### src/rtl/line_sequencer.sv
// rtl/line_sequencer.sv - line descriptor queue that launches lines into the rasterizer one at a time
// Optional trivial reject of off-screen lines when LINE_SEQ_REJECT_EN is defined.
module line_sequencer #(
    parameter int DEPTH = 8,
    parameter int CW    = 11
) (
    input  logic          clk,
    input  logic          rst,
    input  logic          lineValid,
    input  logic [CW-1:0] inStartX,
    input  logic [CW-1:0] inEndX,
    input  logic [CW-1:0] inStartY,
    input  logic [CW-1:0] inEndY,
    input  logic [3:0]    inColor,
    output logic          lineReady,
    input  logic          frameEnd,
    input  logic          rastReady,
    input  logic          rastDone,
    output logic [CW-1:0] startX,
    output logic [CW-1:0] endX,
    output logic [CW-1:0] startY,
    output logic [CW-1:0] endY,
    output logic [3:0]    lineColor,
    output logic          readyIn,
    output logic          frameDone,
    output logic          busy,
`ifdef LINE_SEQ_REJECT_EN
    output logic [15:0]   linesRejected,
`endif
    output logic [15:0]   linesIssued
);

    localparam int AW = $clog2(DEPTH);
    localparam int EW = 4 * CW + 4;

    typedef enum logic [1:0] {
        ST_IDLE,
        ST_ISSUE,
        ST_WAIT
    } state_t;

    logic [EW-1:0] r_mem [DEPTH];
    logic [AW-1:0] r_rd_ptr;
    logic [AW-1:0] r_wr_ptr;
    logic [AW:0]   r_count;
    state_t        r_state;
    state_t        w_state_nxt;
    logic          r_pend;
    logic [15:0]   r_issued;

    logic          w_full;
    logic          w_empty;
    logic          w_push;
    logic          w_pop;
    logic          w_head_out;
    logic          w_frame_done;
    logic [EW-1:0] w_head;

    assign w_full  = (r_count == (AW + 1)'(DEPTH));
    assign w_empty = (r_count == '0);
    assign w_push  = lineValid && !w_full;
    assign w_head  = r_mem[r_rd_ptr];

    assign startX    = w_head[4*CW+3 -: CW];
    assign endX      = w_head[3*CW+3 -: CW];
    assign startY    = w_head[2*CW+3 -: CW];
    assign endY      = w_head[CW+3 -: CW];
    assign lineColor = w_head[3:0];

`ifdef LINE_SEQ_REJECT_EN
    localparam logic signed [CW-1:0] X_MIN = CW'(-320);
    localparam logic signed [CW-1:0] X_MAX = CW'(319);
    localparam logic signed [CW-1:0] Y_MIN = CW'(-240);
    localparam logic signed [CW-1:0] Y_MAX = CW'(239);

    logic signed [CW-1:0] w_sx, w_ex, w_sy, w_ey;
    logic [15:0]          r_rejected;

    assign w_sx = $signed(startX);
    assign w_ex = $signed(endX);
    assign w_sy = $signed(startY);
    assign w_ey = $signed(endY);

    // Both endpoints beyond the same edge means nothing of the line is visible
    assign w_head_out = (w_sx < X_MIN && w_ex < X_MIN) || (w_sx > X_MAX && w_ex > X_MAX) ||
                        (w_sy < Y_MIN && w_ey < Y_MIN) || (w_sy > Y_MAX && w_ey > Y_MAX);

    always_ff @(posedge clk) begin
        if (rst) begin
            r_rejected <= '0;
        end else if (r_state == ST_IDLE && !w_empty && w_head_out) begin
            r_rejected <= r_rejected + 1'b1;
        end
    end

    assign linesRejected = r_rejected;
`else
    assign w_head_out = 1'b0;
`endif

    always_comb begin
        w_state_nxt = r_state;
        w_pop       = 1'b0;
        case (r_state)
            ST_IDLE: begin
                if (!w_empty) begin
                    if (w_head_out) begin
                        w_pop = 1'b1;
                    end else if (rastReady) begin
                        w_state_nxt = ST_ISSUE;
                    end
                end
            end
            ST_ISSUE: begin
                w_pop       = 1'b1;
                w_state_nxt = ST_WAIT;
            end
            ST_WAIT: begin
                if (rastDone) begin
                    w_state_nxt = ST_IDLE;
                end
            end
            default: w_state_nxt = ST_IDLE;
        endcase
    end

    assign w_frame_done = r_pend && w_empty && (r_state == ST_IDLE) && rastReady;

    always_ff @(posedge clk) begin
        if (rst) begin
            for (int i = 0; i < DEPTH; i++) begin
                r_mem[i] <= '0;
            end
            r_rd_ptr <= '0;
            r_wr_ptr <= '0;
            r_count  <= '0;
            r_state  <= ST_IDLE;
            r_pend   <= 1'b0;
            r_issued <= '0;
        end else begin
            if (w_push) begin
                r_mem[r_wr_ptr] <= {inStartX, inEndX, inStartY, inEndY, inColor};
                r_wr_ptr        <= r_wr_ptr + 1'b1;
            end
            if (w_pop) begin
                r_rd_ptr <= r_rd_ptr + 1'b1;
            end
            case ({w_push, w_pop})
                2'b10:   r_count <= r_count + 1'b1;
                2'b01:   r_count <= r_count - 1'b1;
                default: ;
            endcase
            r_state <= w_state_nxt;
            if (r_state == ST_ISSUE) begin
                r_issued <= r_issued + 1'b1;
            end
            // A frameEnd arriving while the pulse fires is folded into that same frame
            r_pend <= w_frame_done ? 1'b0 : (r_pend | frameEnd);
        end
    end

    assign lineReady   = !w_full;
    assign readyIn     = (r_state == ST_ISSUE);
    assign frameDone   = w_frame_done;
    assign busy        = !w_empty || (r_state != ST_IDLE);
    assign linesIssued = r_issued;

endmodule

### config.mk
export PLATFORM = sky130hd
export DESIGN_NAME = line_sequencer
export DESIGN_NICKNAME = d
export VERILOG_FILES = /design/src/rtl/line_sequencer.sv
export SDC_FILE = /design/constraint.sdc
export NUM_CORES = 1
export LEC_CHECK = 0
export CAP_MARGIN = 15
export CORE_MARGIN = 1.5
export CORE_UTILIZATION = 44
export CTS_BUF_LIST = sky130_fd_sc_hd__clkbuf_4 sky130_fd_sc_hd__clkbuf_8
export CTS_CLUSTER_SIZE = 16
export DETAILED_ROUTE_END_ITERATION = 12
export SYNTH_ARGS = -nofsm -noshare
export SYNTH_HDL_FRONTEND = slang
export SYNTH_SLANG_ARGS = --single-unit
### constraint.sdc
create_clock -name clk -period 2.6 [get_ports clk]
set_clock_uncertainty 0.05 [all_clocks]
set_input_delay 0.26 -clock clk [delete_from_list [all_inputs] [get_ports clk]]
set_output_delay 0.26 -clock clk [all_outputs]
set_load 0.01 [all_outputs]
* After elaboration in Yosys (flattened, before gate mapping)
Memories as Yosys holds them, arrays and structs flattened. A register that Yosys moved wholly into a read port is not among the register bits.
Index checks and enable logic that the tools add are counted.
W data, S select, Z words.
** Word-level totals
- Bits of input ports :: 54
- Logic and storage cells :: 51
- Memories :: 1
- Bits in registers :: 29
- Output and inout port bits :: 68
- Bits in writable memories :: 384
** Operators by class
- Bitwise logic cells :: 1
- Equal/unequal tests :: 8
- Reduce and logical (&&, ||, !) cells :: 14
- $add $sub $neg :: 5
- Multiplexer cells :: 16
** Memory list
- r_mem :: words 8, bits a word 48, rd ports 1, clocked after Yosys merged registers in 1, wr ports 8, RTL line 42 : logic [EW-1:0] r_mem [DEPTH];
** Operators by type and width (count)
- $mux W48 :: 1
- $reduce_or A48 Y1 :: 1
- $add A16 B1 Y16 const B :: 1
- $mux W3 :: 3
- $pmux W4 S2 :: 1
- $mux W1 :: 7
- $add A3 B1 Y3 const B :: 2
- $mux W2 :: 3
- $ne A2 B2 Y1 const B :: 3
- $pmux W2 S3 :: 1
- $add A4 B1 Y4 const B :: 1
- $eq A2 B1 Y1 const B :: 2
- $eq A2 B2 Y1 const B :: 2
- $eq A4 B4 Y1 const B :: 1
- $logic_and A1 B1 Y1 :: 4
- $logic_not A4 Y1 :: 1
- $reduce_bool A2 Y1 :: 2
- $sub A4 B1 Y4 const B :: 1
- $reduce_and A3 Y1 :: 1
- $logic_not A1 Y1 :: 2
- $logic_not A2 Y1 :: 1
- $reduce_or A2 Y1 :: 1
- $logic_or A1 B1 Y1 :: 1
- $or A1 B1 Y1 :: 1

* Longest topological paths before layout
Gate-level depths: netlist of the first run.
- Word-level depth :: 8
- Gate-level depth with buffers :: 11
- Mapped depth without buffers :: 9

* Least setup slack after synthesis of the first run
No wires, ideal clock.
- Path kind :: flip-flop to flip-flop
- Start point :: register r_wr_ptr[0]
- End point :: memory r_mem[1][0] in the netlist's numbering (enable)
- Buffers on the path :: 1
- Stages on the path, launching flop included :: 5
- Library setup time :: 408 ps
- Required time :: 2142 ps
- Period minus slack after synthesis :: 2783 ps
- Path slack :: -183 ps
- Arrival :: 2325 ps
- Cell sequence :: dfxtp_1 -> or3b_2 -> nor3_2 -> buf_6 -> or2_1
** RTL lines
- start: declaration :: RTL line 44 : logic [AW-1:0] r_wr_ptr;
- start signal: assignment :: RTL line 143 : r_wr_ptr <= r_wr_ptr + 1'b1;
- end: declaration :: RTL line 42

==> results of run 1 <==
==> tightest hold or removal path: cells and delay by family <==
kind,cells,cell delay (ns)
buf+inv,1,0.41
simple gates,2,0.15
==> cells in the final DEF, fill, tap and decap left out, types with 3 or more instances in the layout <==
master             n
buf_12            35
mux2_4            44
xnor2_1            7
clkdlybuf4s50_1   72
buf_8              4
nand4_1            7
and2_2            20
nor4_1             5
buf_6             58
mux2_2             4
nor3_4             4
clkbuf_4          23
mux4_2            96
mux2i_1            3
buf_16             4
a21oi_1            6
nand2_1            8
nand3_1            6
ha_1               5
and2_1           364
nor2_1            27
or2_2              8
clkbuf_8          77
clkinv_1          19
or3_1              3
nor2_4             4
dfxtp_1           29
edfxtp_1         384
xor2_1            12
buf_4             23
o21ai_0            4
inv_1              4
==> kinds of logic (layout without fill, tap and decap cells) <==
| family | after synthesis | in the layout | share of synthesized area (%) |
|---|---|---|---|
| AND/OR/NAND/NOR | 477 | 477 | 15.9 |
| XOR/XNOR | 19 | 19 | 0.893 |
| multiplexers | 147 | 147 | 14.7 |
| buffers and inverters | 80 | 325 | 2.42 |
| flip-flops | 416 | 416 | 65.3 |
| AO/OA/AOI/OAI | 13 | 13 | 0.403 |
| adder cells (fa/ha/maj) | 6 | 6 | 0.403 |
==> area by class of cell <==
cell class	count	area (um2)
tap	539	674
clock buffer	100	1230
sequential	416	12200
fill	3367	19000
multi-input combinational	662	6240
timing repair buffer	197	2430
inverter	4	15.0
clock inverter	24	128
==> how the worst max path moves through the flow <==
stage               startpoint          end  slack, ns
floorplan           r_count[1]  r_mem[0][0]      -0.08
global placement     flip-flop   startY[10]       0.17
detailed placement   flip-flop      endX[6]       0.15
CTS                  flip-flop    startX[4]      -0.11
global route         flip-flop    startY[2]      -0.13
finish               flip-flop    startY[2]      -0.04
==> sequential cells by signal, summed over array words and instances (netlist names), named ones only <==
| register | flops |
|---|---|
| r_mem | 384 |
| linesIssued | 16 |
| r_count | 4 |
| r_rd_ptr | 3 |
| r_wr_ptr | 3 |
| r_state | 2 |
| r_pend | 1 |
==> metal layers <==
metal / track usage (%) / up-vias
met4: 5.87 / 4
met5: 0 / -
met2: 35.0 / 244
li1: - / 4671
met1: 28.8 / 5389
met3: 4.37 / 73
==> report_power, final <==
group / switching (mW) / internal [mW] / total [mW]
Sequential: 0.156 / 7.67 / 7.83
Combinational: 1.44 / 2.06 / 3.50
Clock: 2.60 / 3.14 / 5.74
==> per-stage QoR <==
step / utilization (%) / worst slack [ns]
final: 54.7 / -0.0443
after global routing: 54.7 / -0.132
after CTS: 54.6 / -0.106
after detailed placement: 49.9 / 0.152
after global placement: 49.9 / 0.172
after floorplan: - / -0.0804
==> repair_timing <==
action                     in CTS  in global routing
hold endpoints to repair        0                  0
setup buffers                  20                 10
hold buffers                    0                  0
resized for setup             285                 48
setup endpoints to repair      49                 48
cloned                          7                  0
==> reports/qor.csv, run 1 <==
metric,value,unit
"Clk Latency, worst-skew pair",0.60,ns
vias in the first global route,10800,
Max Slew Vio Count,0,
Synth Instances,1158,
Non-Filler Instances,1942,
synth unique cells,43,
WHS Endpoint,r_pend,
CP Buf/Inv Count,4,
Final TNS setup,-0.111,ns
final instance area,22900,um2
synth cell count leaders,"edfxtp_1 (384), and2_1 (364), mux4_2 (96), mux2_2 (48), clkbuf_1 (45)",
RSZ-0062 raised after global routing,true,
worst-margin pin slew,0.584,ns
die height,209,um
syn nets,1218,
fmax,378,MHz
final setup violation count,6,
total power,17.1,mW
initial antenna violation count,2,
max-cap violations,0,
total grt overflow,0,
post-synthesis sequential area ratio,65.3,%
Setup CP Type,reg -> out,
worst-path cell chain,buf_12 > buf_16 > buf_6 > mux4_2 > mux2_4 > buf_6,
Core Region,41900,um2
TritonCTS buffer count,72,
most common cell in the netlist,edfxtp_1,
worst reg2reg path depth,9,
CP Capture Type,output port,
Post-Route WL,45.2,mm
"Cell Area, Synth",18600,um2
IO Count,122,
1st-iter DRT viols,681,
WP data arrival,2.33,ns
ratio of cells with drive above 1 in the final layout,29.9,%
R2R setup slack,0.17,ns
DR WL met2,22.4,mm
wire length on met1,19.8,mm
Synth Warn #,0,
Root Driver,clkbuf_8,
total stage count of the critical path,6,
Syn Area/Cell,16.1,um2
failing checks,negative setup slack,
Port-buffer cells,121,
"slowest stage delay, CP",0.48,ns
Die ar.,43600,um2
RePlAce Congestion,0.733,
Die Wd,209,um
Yosys top cell area share,61.8,%
Post-route DRC,0,
Initial Util,44.5,%
Cells after DPL,1791,
leakage dissipation,8.39,nW
met3 WL,2.09,mm
first-pass GRT wire length,68.3,mm
Nets,1413,
fin worst setup slack,-0.0443,ns
worst reg2reg endpoint,r_count[2],
Sink Count,416,
"Top FF cell, synth",edfxtp_1,
status,"finished, violations left",
max_slew headroom,60.7,%
Hold Startpoint,frameEnd,
hpwl dp,23.7,mm
CP startpoint kind,flip-flop,
Fin. Hold Viols,0,
crit path time final,2.64,ns
Synth async-reset ratio,0,%
smallest hold slack,0.219,ns
pin count of the biggest net entering global routing,49,
number of flops mapped to enable cells by yosys,384,
Worst-path clk slew,0.06,ns
Avg Vias per Cell,5.35,
post-route ant nets,0,
worst hold path depth,3,
"critical path fanouts, max",8,
Ant. Diodes,0,
Top Family by Delay on Critical Path,multiplexers,
DRT Pass-1 Iters,4,
via count,10400,
Worst path most repeated cell,buf_6,
"Req. time, crit path",2.29,ns
cell row count,75,
"Slowest-stage cell, CP",mux4_2,
# H-tree levels,3,
Layout Area Growth over Synthesis,22.8,%
dpl cell area,20900,um2
highest routed layer,met5,
fin crit share,102,%
clock tree buffer depth,3,
Seq cells post-synth,416,
Hold Crit Class,in -> reg,
Cell Pwr Density,745,nW/um2
CTS tree,yes,
WL/cell,23.3,um
GRT Total Usage,21.2,%
Max rail drop VDD,0.000407,V
cell taking the most area after synthesis,edfxtp_1,
synth top area cells,"edfxtp_1 (62%), and2_1 (12%), mux4_2 (12%)",
RR Startpoint,r_count[0],
No activity file was read; power rests on OpenSTA's default activity.
==> run 2, diff against run 1 <==
CAP_MARGIN = 20   (was 15)
PLACE_DENSITY = 0.72   (was default)
SKIP_LAST_GASP = 1   (was default)
==> run 2 against run 1 <==
Net effect:
- the flow still finishes with violations (negative setup slack)
- die area unchanged
- total power increased by 1.6%
- via count increased by 1.4%
- core utilization increased by 0.54 points
- sequential share of layout area decreased by 0.51 points
- clock power increased by 1%
- global-route usage decreased by 0.24 points
- largest cell class unchanged
==> reports/qor.csv, run 2 (same netlist as run 1, synthesis figures left out) <==
metric,value,unit,change
pin count of the biggest net entering global routing,49,,unchanged
first-pass GRT wire length,67.8,mm,-0.72%
"Req. time, crit path",2.29,ns,about the same
1st-iter DRT viols,846,,+24%
TritonCTS buffer count,70,,-2.8%
total power,17.3,mW,+1.6%
failing checks,negative setup slack,,
clock group share of total power,33.5,%,about the same
CP Buf/Inv Count,5,,+1
Top Family by Delay on Critical Path,multiplexers,,
Max Slew Vio Count,0,,unchanged
fmax,372,MHz,-1.6%
Avg Vias per Cell,5.37,,+0.44%
"Slowest-stage cell, CP",mux4_2,,
WL/cell,22.7,um,-2.5%
Switch Pwr,4.30,mW,+2.4%
cell row count,75,,unchanged
CP Capture Type,output port,,
Worst path most repeated cell,buf_6,,
fin worst setup slack,-0.0886,ns,-0.0443 ns
WP data arrival,2.38,ns,+0.05 ns
crit path time final,2.69,ns,+0.0443 ns
"Hold-fix buffers, CTS",0,,unchanged
Cell Pwr Density,750,nW/um2,+0.64%
vias in the first global route,11200,,+3.2%
Net Sw Frac,24.8,%,+0.19 points
IO Count,122,,unchanged
Biggest register,r_mem,,
Combinational Power Share,21.4,%,+0.9 points
via count,10500,,+1.4%
RePlAce Congestion,0.710,,-3.2%
"most common cell after layout, fill and taps aside",edfxtp_1,,
fin crit share,103,%,+1.7 points
Die ar.,43600,um2,unchanged
RSZ-0062 raised after global routing,true,,
"slowest stage delay, CP",0.47,ns,about the same
ratio of cells with drive above 1 in the final layout,30.7,%,+0.79 points
Setup CP Type,reg -> out,,
total grt overflow,0,,unchanged
area taken by multi-input logic gates,6250,um2,+0.10%
Sink Count,416,,unchanged
initial antenna violation count,3,,+1
FF+latch area,12200,um2,about the same
Die Wd,209,um,unchanged
"Clk Latency, worst-skew pair",0.60,ns,about the same
# H-tree levels,3,,unchanged
Fin. Hold Viols,0,,unchanged
Nets,1423,,+0.71%
Hold Crit Class,in -> reg,,
Layout Area Growth over Synthesis,24.0,%,
Non-Filler Instances,1960,,+0.93%
number of flip-flops under the largest register name,384,,unchanged
pre-CTS WS,0.0524,ns,-0.0993 ns
worst-margin pin slew,0.639,ns,+0.0550 ns
die height,209,um,unchanged
Core Region,41900,um2,unchanged
status,"finished, violations left",,
max-cap violations,0,,unchanged
Initial Util,44.5,%,unchanged
Post-Route WL,44.5,mm,-1.6%
clock tree buffer depth,3,,unchanged
DRT Pass-1 Iters,6,,+2
Cells after DPL,1791,,unchanged
Root Driver,clkbuf_8,,
max_slew headroom,57.4,%,-3.3 points
Max rail drop VDD,0.000444,V,+9.3%
post-route ant nets,0,,unchanged
internal power,13.0,mW,+1.4%
worst-path cell chain,buf_6 > buf_12 > buf_16 > buf_6 > mux4_2 > mux2_4 > buf_6,,
Post-route DRC,0,,unchanged
filler cell count,3282,,-2.5%
GRT Total Usage,21.0,%,-0.24 points
most frequent cells in the layout,"edfxtp_1 (384), and2_1 (364), mux4_2 (96)",,
hpwl dp,23.8,mm,+0.42%
dpl cell area,20900,um2,about the same
CTS tree,yes,,
leakage dissipation,8.52,nW,+1.5%
CP startpoint kind,flip-flop,,
Port-buffer cells,121,,unchanged
Worst-path clk slew,0.05,ns,about the same
final instance area,23100,um2,+0.99%
Seq pwr share,45.1,%,-0.8 points
smallest hold slack,0.192,ns,-0.0274 ns
final setup violation count,24,,+18
"critical path fanouts, max",5,,-3
run 2: cell types whose count changed in the layout (fill, tap and decap cells not counted), moves of 4 or more:
cell,previous run,this run
buf_12,35,30
buf_16,4,13
buf_4,23,35
buf_6,58,50
clkbuf_8,77,72
clkinv_1,19,14
clkinv_2,2,8
dlygate4sd2_1,1,5
or2_2,8,0
or2_4,0,8
run 2: stage by stage:
step,TNS [ns],utilization (%)
finish,-0.983,55.3
global route,-3.95,55.3
CTS,-3.11,55.3
detailed placement,0,49.8
global placement,0,49.8
floorplan,-14.79,-
run 2: per-layer routing:
| metal | global-route usage [%] | wire [um] | up-vias |
|---|---|---|---|
| li1 | - | - | 4699 |
| met1 | 27.8 | 18500 | 5427 |
| met2 | 35.5 | 22500 | 335 |
| met3 | 4.13 | 2810 | 60 |
| met4 | 5.90 | 726 | 2 |
| met5 | 0 | 11 | - |
run 2: worst paths after layout:
kind	startpoint	endpoint	slack [ns]	cells past startpoint
min reg2reg	r_pend	r_pend	0.43	2
max reg2reg	r_count[1]	r_count[2]	0.04	9
min	rastReady	r_state[0]	0.19	3
max	flip-flop	endX[0]	-0.09	7
run 2: layout make-up:
type,count,share of cell area (%)
Clock buffer,98,5.13
Multi-Input combinational cell,662,27.0
Inverter,4,0.0649
Antenna cell,2,0.0216
Timing Repair Buffer,209,11.3
Tap cell,539,2.92
Clock inverter,30,0.893
Sequential cell,416,52.7
run 2: what timing repair did:
item                                    4_1_cts  5_1_grt
endpoints found under the setup margin       49       47
resized for setup                           287       10
cloned                                       13        0
buffers inserted                             23        8
run 2: power by group through the flow:
stage | logic, mW | registers (mW) | clock network, mW
2_1_floorplan | 1.68 | 7.90 | 0
3_3_place_gp | 2.81 | 7.93 | 0
3_5_place_dp | 2.82 | 7.96 | 0
4_1_cts | 3.80 | 7.82 | 5.95
5_1_grt | 3.95 | 7.85 | 6.27
6_report | 3.71 | 7.83 | 5.81
run 2: worst register-to-register path, delay by kind of cell, from the launching register on:
kind | cells | cell delay, ns
XOR/XNOR | 2 | 0.37
adder cells (fa/ha/maj) | 2 | 0.43
AO/OA/AOI/OAI | 2 | 0.18
AND/OR/NAND/NOR | 3 | 1.09
flip-flops | 1 | 0.38
